**src/rtl/div_cfg_pkg.sv**
```systemverilog
// Shared definitions for the divider reconfiguration controller: FSM
// encoding, the legal UART prescale table with decoded RX ratios, and the
// divider ratios that apply coming out of reset.
package div_cfg_pkg;

    typedef enum logic [1:0] {
        ST_IDLE   = 2'd0,
        ST_SETTLE = 2'd1,
        ST_LOAD   = 2'd2,
        ST_ENABLE = 2'd3
    } cfg_state_e;

    // Legal prescale values and their RX divide ratios, index-aligned.
    localparam int NUM_PRESCALE = 3;
    localparam logic [NUM_PRESCALE-1:0][5:0] PRESCALE_VAL   = {6'd32, 6'd16, 6'd8};
    localparam logic [NUM_PRESCALE-1:0][7:0] PRESCALE_RATIO = {8'd1,  8'd2,  8'd4};

    // Divider ratios after reset.
    localparam logic [7:0] RX_RST_DEFAULT = 8'd1;
    localparam logic [7:0] TX_RST_DEFAULT = 8'd32;

    // Settle counter width; SETTLE_CYC tops out at 15.
    localparam int CNT_W = 4;

endpackage

```
**src/rtl/prescale_decode.sv**
```systemverilog
// Combinational prescale-to-RX-ratio decode plus request legality check.
// An unknown prescale decodes to ratio 0 and is flagged illegal, as is a
// zero TX divide ratio.
module prescale_decode
    import div_cfg_pkg::*;
(
    input  logic [5:0] prescale,
    input  logic [7:0] tx_div,
    output logic [7:0] rx_ratio,
    output logic       legal
);

    logic [NUM_PRESCALE-1:0]       hit;
    logic [NUM_PRESCALE-1:0][7:0]  masked_ratio;

    // One comparator per table entry; each contributes its ratio on a hit.
    generate
        for (genvar gi = 0; gi < NUM_PRESCALE; gi++) begin : g_entry
            assign hit[gi]          = (prescale == PRESCALE_VAL[gi]);
            assign masked_ratio[gi] = hit[gi] ? PRESCALE_RATIO[gi] : 8'd0;
        end
    endgenerate

    // Entries are mutually exclusive, so OR-merging the masked ratios is safe.
    always_comb begin
        rx_ratio = 8'd0;
        for (int i = 0; i < NUM_PRESCALE; i++) begin
            rx_ratio = rx_ratio | masked_ratio[i];
        end
    end

    assign legal = (|hit) && (tx_div != 8'd0);

endmodule

```
**src/rtl/div_cfg_ctrl.sv**
```systemverilog
// Divider reconfiguration controller. A legal, changed request disables
// both clock dividers, waits SETTLE_CYC cycles, loads the new ratios while
// the dividers are off, then re-enables them. Requests arriving while a
// sequence runs collapse into one pending request serviced on return to
// IDLE. Immediate outcomes (illegal, or no change) are reported one cycle
// after the accepting edge.
module div_cfg_ctrl
    import div_cfg_pkg::*;
#(
    parameter int unsigned SETTLE_CYC   = 4,
    parameter logic [7:0]  RX_RST_RATIO = RX_RST_DEFAULT,
    parameter logic [7:0]  TX_RST_RATIO = TX_RST_DEFAULT
) (
    input  logic       clk,
    input  logic       rst,
    input  logic [5:0] cfg_prescale,
    input  logic [7:0] cfg_tx_div,
    input  logic       cfg_req,
    output logic [7:0] o_rx_div_ratio,
    output logic [7:0] o_tx_div_ratio,
    output logic       o_div_en,
    output logic       o_cfg_busy,
    output logic       o_cfg_done,
    output logic       o_cfg_err
);

    localparam logic [CNT_W-1:0] SETTLE_LAST = CNT_W'(SETTLE_CYC - 1);

    cfg_state_e       state_reg, state_next;
    logic [CNT_W-1:0] cnt_reg, cnt_next;
    logic             pend_reg, pend_next;
    logic [7:0]       rx_shadow_reg, rx_shadow_next;
    logic [7:0]       tx_shadow_reg, tx_shadow_next;
    logic [7:0]       rx_ratio_reg, rx_ratio_next;
    logic [7:0]       tx_ratio_reg, tx_ratio_next;
    logic             div_en_reg, div_en_next;
    logic             busy_reg, busy_next;
    logic             done_reg, done_next;
    logic             err_reg, err_next;
    logic             done_dly_reg, done_dly_next;
    logic             err_dly_reg, err_dly_next;

    logic [7:0]       dec_rx;
    logic             dec_legal;
    logic             take_req;

    prescale_decode u_decode (
        .prescale (cfg_prescale),
        .tx_div   (cfg_tx_div),
        .rx_ratio (dec_rx),
        .legal    (dec_legal)
    );

    // A request is taken in IDLE, either fresh or left pending by a sequence.
    assign take_req = (state_reg == ST_IDLE) && (cfg_req || pend_reg);

    // State register; reset restores the post-reset ratios and drops any
    // sequence or pending request in flight.
    always_ff @(posedge clk or posedge rst) begin
        if (rst) begin
            state_reg     <= ST_IDLE;
            cnt_reg       <= '0;
            pend_reg      <= 1'b0;
            rx_shadow_reg <= RX_RST_RATIO;
            tx_shadow_reg <= TX_RST_RATIO;
            rx_ratio_reg  <= RX_RST_RATIO;
            tx_ratio_reg  <= TX_RST_RATIO;
            div_en_reg    <= 1'b1;
            busy_reg      <= 1'b0;
            done_reg      <= 1'b0;
            err_reg       <= 1'b0;
            done_dly_reg  <= 1'b0;
            err_dly_reg   <= 1'b0;
        end else begin
            state_reg     <= state_next;
            cnt_reg       <= cnt_next;
            pend_reg      <= pend_next;
            rx_shadow_reg <= rx_shadow_next;
            tx_shadow_reg <= tx_shadow_next;
            rx_ratio_reg  <= rx_ratio_next;
            tx_ratio_reg  <= tx_ratio_next;
            div_en_reg    <= div_en_next;
            busy_reg      <= busy_next;
            done_reg      <= done_next;
            err_reg       <= err_next;
            done_dly_reg  <= done_dly_next;
            err_dly_reg   <= err_dly_next;
        end
    end

    // Next-state and output logic for the reconfiguration sequence.
    always_comb begin
        state_next     = state_reg;
        cnt_next       = cnt_reg;
        pend_next      = pend_reg;
        rx_shadow_next = rx_shadow_reg;
        tx_shadow_next = tx_shadow_reg;
        rx_ratio_next  = rx_ratio_reg;
        tx_ratio_next  = tx_ratio_reg;
        div_en_next    = div_en_reg;
        busy_next      = busy_reg;
        // Immediate outcomes surface one cycle after they were decided.
        done_next      = done_dly_reg;
        err_next       = err_dly_reg;
        done_dly_next  = 1'b0;
        err_dly_next   = 1'b0;

        case (state_reg)
            ST_IDLE: begin
                if (take_req) begin
                    pend_next = 1'b0;
                    if (!dec_legal) begin
                        err_dly_next = 1'b1;
                    end else if ((dec_rx == rx_ratio_reg) && (cfg_tx_div == tx_ratio_reg)) begin
                        done_dly_next = 1'b1;
                    end else begin
                        rx_shadow_next = dec_rx;
                        tx_shadow_next = cfg_tx_div;
                        div_en_next    = 1'b0;
                        busy_next      = 1'b1;
                        cnt_next       = '0;
                        state_next     = ST_SETTLE;
                    end
                end
            end
            ST_SETTLE: begin
                if (cfg_req) pend_next = 1'b1;
                if (cnt_reg == SETTLE_LAST) begin
                    state_next = ST_LOAD;
                end else begin
                    cnt_next = cnt_reg + 1'b1;
                end
            end
            ST_LOAD: begin
                if (cfg_req) pend_next = 1'b1;
                rx_ratio_next = rx_shadow_reg;
                tx_ratio_next = tx_shadow_reg;
                state_next    = ST_ENABLE;
            end
            ST_ENABLE: begin
                if (cfg_req) pend_next = 1'b1;
                div_en_next = 1'b1;
                done_next   = 1'b1;
                busy_next   = 1'b0;
                state_next  = ST_IDLE;
            end
            default: begin
                state_next = ST_IDLE;
            end
        endcase
    end

    assign o_rx_div_ratio = rx_ratio_reg;
    assign o_tx_div_ratio = tx_ratio_reg;
    assign o_div_en       = div_en_reg;
    assign o_cfg_busy     = busy_reg;
    assign o_cfg_done     = done_reg;
    assign o_cfg_err      = err_reg;

endmodule

```
**config.mk**
```make
export PLATFORM = sky130hd
export DESIGN_NAME = div_cfg_ctrl
export DESIGN_NICKNAME = d
export VERILOG_FILES = /design/src/rtl/div_cfg_pkg.sv /design/src/rtl/prescale_decode.sv /design/src/rtl/div_cfg_ctrl.sv
export SDC_FILE = /design/constraint.sdc
export NUM_CORES = 1
export LEC_CHECK = 0
export CAP_MARGIN = 10
export CORE_ASPECT_RATIO = 1.75
export CORE_MARGIN = 4
export CORE_UTILIZATION = 51
export DETAILED_ROUTE_END_ITERATION = 7
export GPL_TIMING_DRIVEN = 1
export PLACE_DENSITY = 0.81
export SLEW_MARGIN = 40
export SYNTH_ARGS = -nofsm -noshare
export SYNTH_HDL_FRONTEND = slang
export SYNTH_SLANG_ARGS = --single-unit
export TNS_END_PERCENT = 10
```
**constraint.sdc**
```tcl
create_clock -name clk -period 3.3 [get_ports clk]
set_clock_uncertainty 0.1 [all_clocks]
set_input_delay 0.99 -clock clk [delete_from_list [all_inputs] [get_ports clk]]
set_output_delay 0.99 -clock clk [all_outputs]
set_load 0.005 [all_outputs]
```
==> summary.txt <==
status: finished clean
Yosys cell types: 53
1st-pass router iterations: 4
post-place setup slack: -215 ps
# IOs: 37
maxcap violations: 0
n_diodes: 0
final worst path period need: 3190 ps
row count: 29
clock slew at reported path FFs: 70 ps
Tcrit/Tclk final: 96.5%
fin util: 70.0%
Total GRT Usage: 20.9%
post-synthesis async set-or-reset flop share: 100%
Reg2Reg Setup Slack: 690 ps
most frequent cells after synthesis: dfrtp_1 (30), mux2_2 (14), nor2_1 (11)
Primary FF master, synth: dfrtp_1
setup TNS: 0 ps
CP Launch Type: input pin
pwr/cell area: 713 nW/um^2
initial cell density of the core: 53.3%
Final nets: 245
Avg Vias per Cell: 5.54
CTS root buf: clkbuf_8
GPL Wtd Cong: 0.856
count of final setup violators: 0
Max Clk Rate: 314 MHz
mapped cell area: 1940 um^2
drt first-iter violations: 67
via count: 1495
pin slew with the least headroom to its limit: 614 ps
Hold Path Class: flip-flop to flip-flop
crit path max fanout: 4
Critical Path End Type: flip-flop
# resized after CTS: 0
initial antenna violation count: 0
Yosys top cell area share: 38.8%
relative max-transition margin: 59.0%
RSZ-0062 raised after global routing: no
fraction of layout cells with a size suffix above 1: 29.9%
grt ovf: 0
Die Y: 89.5 um
synthesized instance count: 165
largest family of logic cells by synthesized area: multiplexers
Synth area leader: dfrtp_1
Post-DRT Antenna Nets: 0
Setup Buffers After CTS: 0
Compound-Gate Fraction of Synth Area: 14.5%
peak supply drop: 0.409 mV
Post-Synth XOR/XNOR Area: 4.07%
pin count of the biggest net entering global routing: 36
Post-Synth Adder-Cell Area: 3.23%
drt total wl: 4.50 mm
clock tree sinks: 35
Synth Area in Simple Gates: 11.1%
final setup margin: 114 ps
crit path kind: input pin to flip-flop
Core Region: 3630 um^2
die width: 54.6 um
drc violations: 0
Worst EP required: 3350 ps
Post-CTS Hold Buffers: 0
CTS max path bufs: 2
Seq/Total Area, Yosys: 45.6%
Seq cells post-synth: 35
Area Overhead vs Synth: 31.2%
dpl hpwl: 3.53 mm
IO Port Bufs: 31
Arr. time, crit path: 3240 ps
CTS tree: done
count leader, synth: dfrtp_1
Fill cells: 263
CTS buffer count: 5
mux contribution to synthesized area: 15.4%
max-slew violations: 0
Yosys Warn Count: 0
vias in the first global route: 1587
die footprint: 4880 um^2
Area contributors post-synth: dfrtp_1 (39%), mux2_2 (8.1%), dfstp_2 (6.8%)
number of enable flip-flop cells after synthesis: 0
global-route wire length before repair: 7.25 mm
Worst-Skew Late Latency: 280 ps
H-tree Lvls: 2
Leakage: 1.12 nW
Hold Vio Cnt, Final: 0
WL per Instance: 16.7 um
Mean Syn Cell Area: 11.7 um^2
-- final cells by class --
| cell class | instances | area (um^2) | area share, % |
|---|---|---|---|
| Multi-Input combinational cell | 115 | 956 | 37.7 |
| Inverter | 9 | 33.8 | 1.33 |
| Tap cell | 46 | 57.6 | 2.27 |
| Clock buffer | 7 | 86.3 | 3.40 |
| Sequential cell | 35 | 882 | 34.7 |
| Timing Repair Buffer | 57 | 518 | 20.4 |
| Clock inverter | 1 | 5.00 | 0.197 |
-- path summary, 6_finish.rpt --
| path | start | end | cells past startpoint |
|---|---|---|---|
| setup / recovery | cfg_prescale[3] | cnt_reg[0] | 7 |
| hold / removal | err_dly_reg | o_cfg_err | 0 |
| setup reg to reg | state_reg[0] | rx_shadow_reg[2] | 8 |
| hold reg to reg | err_dly_reg | o_cfg_err | 0 |
| max in group asynchronous | rst | o_tx_div_ratio[5] | 3 |
| min in group asynchronous | rst | o_tx_div_ratio[4] | 3 |
-- where the power goes --
part,internal [mW],switching [mW]
Clock,0.168,0.148
Sequential,0.595,0.116
Combinational,0.450,0.332
-- layout by cell type (no fill, tap or decap), types with 6 or more instances in the layout --
cell,netlist,final
buf_4,5,25
clkbuf_8,0,6
clkdlybuf4s50_1,0,31
dfrtp_1,30,30
inv_1,9,9
mux2_2,14,14
mux2_4,8,8
nor2_1,11,11
o21ai_0,10,10
xor2_1,8,8
-- per-stage QoR --
step                hold WS, ps  cells  area, um^2  power (mW)
CTS                         254    270        2540        1.83
detailed placement          239    262        2440        1.51
global placement            234    262        2440        1.46
global route                282    270        2540        1.93
finish                      252    270        2540        1.81
floorplan                   231    169        1950        1.15
-- metal layers --
metal  GRT usage (%)  routed length [um]
met4            9.98                 109
met5               0                   0
met2            38.5                2560
met3            4.34                 169
met1            21.2                1670
-- worst max-delay path, cell delays in order --
cell and delay, ps:
clkdlybuf4s50_1 510, or3b_1 410, or3_1 340, and4_1 290
buf_4 180, mux2i_1 130, a2111oi_0 390
-- kinds of logic after synthesis --
| logic type | after synthesis |
|---|---|
| muxes | 24 |
| DFF | 35 |
| other | 1 |
| buffers and inverters | 19 |
| adders and majority gates | 5 |
| AOI/OAI and AO/OA | 36 |
| and+or+nand+nor | 36 |
| xor gates and xnor gates | 9 |
Power figures use the tool's default switching activity.
